**src/rtl/inst_scheduler_pkg.sv**
```systemverilog
// inst_scheduler_pkg
// Shared types and constants for the out-of-order issue queue.
//   RegType_t / RegFile_t : operand / destination tag (register class + address)
//   ExeUnit_t             : execution unit an instruction is steered to
//   ExeBusy_t             : one busy bit per real execution unit
//   IqEntry_t             : one issue-queue slot
package inst_scheduler_pkg;

    localparam int IqDepth  = 4;
    localparam int RobDepth = 32;

    // Active-low enables used on the handshake ports.
    localparam logic Enable_  = 1'b0;
    localparam logic Disable_ = 1'b1;

    typedef enum logic [2:0] {
        TYPE_NONE = 3'd0,
        TYPE_GPR  = 3'd1,
        TYPE_FPR  = 3'd2,
        TYPE_ROB  = 3'd3,
        TYPE_PC   = 3'd4,
        TYPE_IMM  = 3'd5
    } RegType_t;

    typedef struct packed {
        RegType_t   regtype;
        logic [4:0] addr;
    } RegFile_t;

    typedef enum logic [2:0] {
        UNIT_NOP  = 3'd0,
        UNIT_ALU  = 3'd1,
        UNIT_DIV  = 3'd2,
        UNIT_FPU  = 3'd3,
        UNIT_FDIV = 3'd4,
        UNIT_MEM  = 3'd5
    } ExeUnit_t;

    typedef struct packed {
        logic mem;
        logic fdiv;
        logic fpu;
        logic div;
        logic alu;
    } ExeBusy_t;

    typedef struct packed {
        logic     valid;
        RegFile_t rd;
        RegFile_t rs1;
        RegFile_t rs2;
        logic     rdy1;
        logic     rdy2;
        ExeUnit_t unit;
    } IqEntry_t;

    // A NOP has no execution unit behind it, so it is never blocked.
    function automatic logic unit_busy(input ExeBusy_t busy, input ExeUnit_t unit);
        case (unit)
            UNIT_ALU:  return busy.alu;
            UNIT_DIV:  return busy.div;
            UNIT_FPU:  return busy.fpu;
            UNIT_FDIV: return busy.fdiv;
            UNIT_MEM:  return busy.mem;
            default:   return 1'b0;
        endcase
    endfunction

    // Only ROB-renamed operands can still be in flight; every other class
    // (GPR, FPR, PC, IMM, NONE) is available at dispatch.
    function automatic logic ready_at_dispatch(input RegFile_t src, input logic ready);
        return ready || (src.regtype != TYPE_ROB);
    endfunction

endpackage

```
**src/rtl/iq_select.sv**
```systemverilog
// iq_select
// Lowest-index priority encoder.
//   req   : request vector, bit i = slot i eligible
//   found : at least one request is set
//   idx   : index of the lowest set request (0 when none)
module iq_select #(
    parameter  int N = 4,
    localparam int W = (N > 1) ? $clog2(N) : 1
) (
    input  logic [N-1:0] req,
    output logic         found,
    output logic [W-1:0] idx
);

    always_comb begin
        found = |req;
        idx   = '0;
        // Walk downwards so the lowest set bit is the last one written.
        for (int i = N - 1; i >= 0; i--) begin
            if (req[i]) begin
                idx = W'(i);
            end
        end
    end

endmodule

```
**src/rtl/inst_scheduler.sv**
```systemverilog
// inst_scheduler
// Out-of-order issue queue between rename/dispatch and the execution units.
// Holds IQ_DEPTH renamed instructions, wakes their operands on writeback,
// ALU forwarding and commit, and issues the lowest-index ready instruction
// whose execution unit is not busy, at most one per cycle.
//   clk, reset                 : clock, asynchronous active-high reset
//   flush_                     : active-low, invalidate all entries
//   add_entry_, ren_*, dec_*   : active-low dispatch of one entry into dec_iq_id
//   exe_busy                   : per-unit busy bits
//   wb_e_, wb_rd               : active-low writeback of a destination tag
//   commit_e_, commit_rob_id   : active-low commit of a ROB entry
//   issue_*                    : issued entry (combinational from queue state)
module inst_scheduler
    import inst_scheduler_pkg::*;
#(
    parameter  int IQ_DEPTH  = IqDepth,
    parameter  int ROB_DEPTH = RobDepth,
    localparam int IQ  = $clog2(IQ_DEPTH),
    localparam int ROB = $clog2(ROB_DEPTH)
) (
    input  logic           clk,
    input  logic           reset,
    input  logic           flush_,
    input  logic           add_entry_,
    input  RegFile_t       ren_rd,
    input  RegFile_t       ren_rs1,
    input  logic           ren_rs1_ready,
    input  RegFile_t       ren_rs2,
    input  logic           ren_rs2_ready,
    input  ExeUnit_t       dec_unit,
    input  logic [IQ-1:0]  dec_iq_id,
    input  ExeBusy_t       exe_busy,
    input  logic           wb_e_,
    input  RegFile_t       wb_rd,
    input  logic           commit_e_,
    input  RegFile_t       commit_rd,
    input  logic [ROB-1:0] commit_rob_id,
    output logic           issue_e_,
    output logic [IQ-1:0]  issue_iq_id,
    output RegFile_t       issue_rd,
    output RegFile_t       issue_rs1,
    output RegFile_t       issue_rs2,
    output ExeUnit_t       issue_unit
);

    IqEntry_t [IQ_DEPTH-1:0] entries;
    logic     [IQ_DEPTH-1:0] eligible;
    logic                    sel_found;
    logic     [IQ-1:0]       sel_idx;
    IqEntry_t                sel_entry;
    logic                    fwd_valid;
    RegFile_t                fwd_rd;

    // The committing architectural register is not needed for wakeup.
    logic unused_commit_rd;
    assign unused_commit_rd = ^commit_rd;

    // The entry leaving this cycle broadcasts its tag when it is a
    // single-cycle ALU op; its consumers become eligible on the next cycle,
    // exactly when the result comes off the ALU bypass.
    assign sel_entry = entries[sel_idx];
    assign fwd_valid = sel_found && (sel_entry.unit == UNIT_ALU)
                       && (sel_entry.rd.regtype == TYPE_ROB);
    assign fwd_rd    = sel_entry.rd;

    function automatic logic woken(input RegFile_t src);
        return ((wb_e_ == Enable_) && (src == wb_rd))
            || (fwd_valid && (src == fwd_rd))
            || ((commit_e_ == Enable_) && (src.regtype == TYPE_ROB)
                && (ROB'(src.addr) == commit_rob_id));
    endfunction

    generate
        for (genvar gi = 0; gi < IQ_DEPTH; gi++) begin : g_entry
            IqEntry_t ent_reg;
            IqEntry_t ent_next;

            always_comb begin
                ent_next      = ent_reg;
                ent_next.rdy1 = ent_reg.rdy1 | woken(ent_reg.rs1);
                ent_next.rdy2 = ent_reg.rdy2 | woken(ent_reg.rs2);
                if (sel_found && (sel_idx == IQ'(gi))) begin
                    ent_next.valid = 1'b0;
                end
                // A dispatch into the slot being issued replaces it.
                if ((add_entry_ == Enable_) && (dec_iq_id == IQ'(gi))) begin
                    ent_next.valid = 1'b1;
                    ent_next.rd    = ren_rd;
                    ent_next.rs1   = ren_rs1;
                    ent_next.rs2   = ren_rs2;
                    ent_next.unit  = dec_unit;
                    ent_next.rdy1  = ready_at_dispatch(ren_rs1, ren_rs1_ready) | woken(ren_rs1);
                    ent_next.rdy2  = ready_at_dispatch(ren_rs2, ren_rs2_ready) | woken(ren_rs2);
                end
                if (flush_ == Enable_) begin
                    ent_next.valid = 1'b0;
                end
            end

            always_ff @(posedge clk or posedge reset) begin
                if (reset) begin
                    ent_reg <= '0;
                end else begin
                    ent_reg <= ent_next;
                end
            end

            assign entries[gi]  = ent_reg;
            assign eligible[gi] = ent_reg.valid && ent_reg.rdy1 && ent_reg.rdy2
                                  && !unit_busy(exe_busy, ent_reg.unit);
        end
    endgenerate

    iq_select #(
        .N (IQ_DEPTH)
    ) u_select (
        .req   (eligible),
        .found (sel_found),
        .idx   (sel_idx)
    );

    always_comb begin
        issue_e_    = Disable_;
        issue_iq_id = '0;
        issue_rd    = '0;
        issue_rs1   = '0;
        issue_rs2   = '0;
        issue_unit  = UNIT_NOP;
        if (sel_found) begin
            issue_e_    = Enable_;
            issue_iq_id = sel_idx;
            issue_rd    = sel_entry.rd;
            issue_rs1   = sel_entry.rs1;
            issue_rs2   = sel_entry.rs2;
            issue_unit  = sel_entry.unit;
        end
    end

endmodule

```
**config.mk**
```make
export PLATFORM = sky130hd
export DESIGN_NAME = inst_scheduler
export DESIGN_NICKNAME = d
export VERILOG_FILES = /design/src/rtl/inst_scheduler_pkg.sv /design/src/rtl/iq_select.sv /design/src/rtl/inst_scheduler.sv
export SDC_FILE = /design/constraint.sdc
export NUM_CORES = 1
export LEC_CHECK = 0
export ABC_AREA = 1
export BUFFER_PORTS_ARGS = -buffer_cell sky130_fd_sc_hd__buf_4
export CORE_MARGIN = 5
export CORE_UTILIZATION = 37
export CTS_CLUSTER_SIZE = 30
export DETAILED_ROUTE_END_ITERATION = 16
export PLACE_DENSITY = 0.58
export SLEW_MARGIN = 20
export SYNTH_ARGS = -nofsm -noshare
export SYNTH_HDL_FRONTEND = slang
export SYNTH_SLANG_ARGS = --single-unit
```
**constraint.sdc**
```tcl
create_clock -name clk -period 3.5 [get_ports clk]
set_input_delay 0.175 -clock clk [delete_from_list [all_inputs] [get_ports clk]]
set_output_delay 0.175 -clock clk [all_outputs]
set_load 0.02 [all_outputs]
```
==> flow_summary.json <==
{
  "status": "finished, final reports clean",
  "gp_congestion": 0.962,
  "ys_warn_count": 0,
  "startpoint_type": "flip-flop",
  "max_cap_viol_count": 0,
  "ys_types": 42,
  "routed_wl_um": 34400,
  "insertion_delay_ps": 430,
  "ys.flop_type": "dfrtp_1",
  "cts_tree": "built",
  "path_clk_slew_ps": 60,
  "ys_async_sr_fraction": 1.00,
  "post_cts_buffers": 0,
  "syn-num-nets": 1461,
  "drtPass1Iterations": 6,
  "rsz0062_at_grt": "false",
  "coreArea_um2": 24300,
  "grt_pass1_wl_um": 53000,
  "comb_power_share": 0.318,
  "regArea_um2": 3000,
  "wl_per_cell_um": 19.1,
  "power_frac_seq": 0.353,
  "num_vias": 9786,
  "switching_share": 0.386,
  "track_usage": 0.240,
  "worst_slew_pin_slew_ps": 961,
  "portBuffers": 84,
  "largest_register_ff_count": 120,
  "area_growth_pct": 17.0,
  "timing.fmax_ghz": 0.313,
  "fin_crit_ps": 3190,
  "ys_ff_latch": 120,
  "die_h_um": 167,
  "drt-initial-drc-count": 1052,
  "fin_nets": 1522,
  "clockRootBuffer": "clkbuf_16",
  "fillers": 2569,
  "die_area_um2": 28000,
  "num_io_pins": 93,
  "vias_per_cell": 5.45,
  "min_path_type": "primary input to flip-flop",
  "synth_enable_flop_cells": 0,
  "critPathMaxFanout": 36,
  "multi_input_area_um2": 5200,
  "fin_crit_sh": 0.912,
  "start_util": 0.377,
  "n_antenna_cell": 0,
  "p_leak_nw": 5.24,
  "clock_power_share": 0.329,
  "crit_type": "flip-flop to primary output",
  "syn_area_um2": 9160,
  "antenna_found_initial": 0,
  "slew_violations": 0,
  "power.switching_mw": 2.09,
  "cts_max_path_buffers": 2,
  "cts_resized": 0,
  "timing.final.hold_violations": 0,
  "drc": 0,
  "num_rows": 57,
  "synth_top_cell_area_share": 0.328,
  "tns_ps": 0,
  "ys_top_cells_by_area": "dfrtp_1 33%, nand2_1 19%, o21ai_0 8.4%, inv_1 6.3%, nand3_1 5.1%",
  "avgSynthCellArea_um2": 6.55,
  "h-tree-depth": 4,
  "cts_hold_buf": 12,
  "critPathCaptureType": "primary output",
  "fin_util": 0.441,
  "grt_max_degree": 67,
  "relSlewSlack": 0.343,
  "setup_viol": 0,
  "overflow": 0,
  "cellPowerDensity_nw_per_um2": 505,
  "critPathRequiredTime_ps": 3320,
  "route.antenna.remaining_nets": 0,
  "synth_top_area_cell": "dfrtp_1",
  "die_x_um": 167,
  "clock-skew-final_ps": 13.8,
  "clkSinkCount": 120,
  "cp.arrival_ps": 3020,
  "grt_pass1_vias": 8919,
  "layout-drive-gt1-share": 0.123,
  "hpwl_um": 25000,
  "syn_inst": 1398,
  "peakVddDrop_uv": 356,
  "p_int_mw": 3.32,
  "cts_inserted_buffers": 17,
  "ys_seq_area_frac": 0.328
}
## area by class of cell
cell class / count / area share
Multi-Input combinational cell: 1041 / 0.485
Sequential cell: 120 / 0.280
Timing Repair Buffer: 116 / 0.0852
Inverter: 163 / 0.0573
Clock buffer: 24 / 0.0459
Tap cell: 324 / 0.0378
Clock inverter: 7 / 0.00863
## power groups by stage
stage | Clock (mW) | Sequential (mW) | Combinational [mW]
CTS | 1.80 | 1.90 | 1.71
global placement | 0 | 1.92 | 1.67
global route | 1.86 | 1.94 | 1.93
detailed placement | 0 | 1.92 | 1.69
floorplan | 0 | 1.81 | 1.22
finish | 1.78 | 1.91 | 1.72
## cells in the mapped netlist, drive strengths merged, types with 3 or more instances
| cell type | count |
|---|---|
| nand3b | 5 |
| and3 | 3 |
| nand2 | 488 |
| a221oi | 11 |
| xor2 | 45 |
| a211oi | 5 |
| a311oi | 5 |
| clkbuf | 43 |
| buf | 31 |
| nand3 | 105 |
| o21ai | 154 |
| o22ai | 30 |
| dfrtp | 120 |
| a21oi | 58 |
| clkinv | 3 |
| nor3 | 6 |
| xnor2 | 11 |
| a2111oi | 12 |
| nor4 | 9 |
| o2111ai | 4 |
| nand4 | 25 |
| inv | 160 |
| nor2 | 58 |
## metrics by stage
stage	setup WS (ps)	power, mW	hold WS (ps)	std cells	cell area [um^2]
detailed placement	583	3.61	341	1752	10000
finish	308	5.41	12.7	1795	10700
global route	136	5.73	23.7	1795	10700
global placement	655	3.59	341	1752	10000
floorplan	139	3.03	296	1398	9160
CTS	296	5.40	8.38	1795	10700
## cell usage in the layout (no fill, tap or decap), drive strengths merged, types with 2 or more instances in the layout
cell	n
o211ai	2
dlygate4sd3	12
nor4	9
a221oi	11
nor2	58
nand3b	5
clkbuf	24
clkinvlp	3
a21oi	58
nand3	105
xor2	45
clkinv	5
nand2	488
a211oi	5
o41ai	2
buf	104
o22ai	30
nand4	25
and3	3
bufinv	2
nor3	6
o21ai	154
dfrtp	120
a311oi	5
a2111oi	12
xnor2	11
o2111ai	4
inv	160
## cell families (layout without fill, tap and decap cells)
group | after synthesis | count (layout) | share of synthesized area
and+or+nand+nor | 700 | 700 | 0.335
AOI/OAI and AO/OA | 285 | 285 | 0.178
buffers and inverters | 237 | 310 | 0.106
DFF | 120 | 120 | 0.328
xor gates and xnor gates | 56 | 56 | 0.0535
## worst max-delay path, cell delays in order (launching register included)
cell,delay [ps]
dfrtp_1,450
inv_2,80
nand2_1,50
nand4_1,70
nand4_1,210
buf_4,300
nand2_4,350
nand2_1,90
nand3_1,90
nand2_1,370
buf_4,290
nor2_1,80
buf_4,150
## path summary, 6_finish.rpt
| check | from | end | slack, ps | cells past startpoint |
|---|---|---|---|---|
| worst max-delay path | entries[0] | issue_rd[6] | 310 | 12 |
| max in group asynchronous | reset | entries[36] | 2210 | 4 |
| worst min-delay path | ren_rs2[0] | entries[95] | 10 | 3 |
| worst min register to register | entries[56] | entries[56] | 480 | 2 |
| worst max register to register | entries[0] | entries[64] | 530 | 17 |
| min in group asynchronous | reset | entries[61] | 430 | 3 |
## routing by layer
metal	wire, um	track usage	vias up
met4	704	0.0692	0
met5	0	0	-
met1	15900	0.358	4590
met2	15000	0.363	448
li1	-	-	4699
met3	2730	0.0354	49
(Power assumes the default switching activity.)
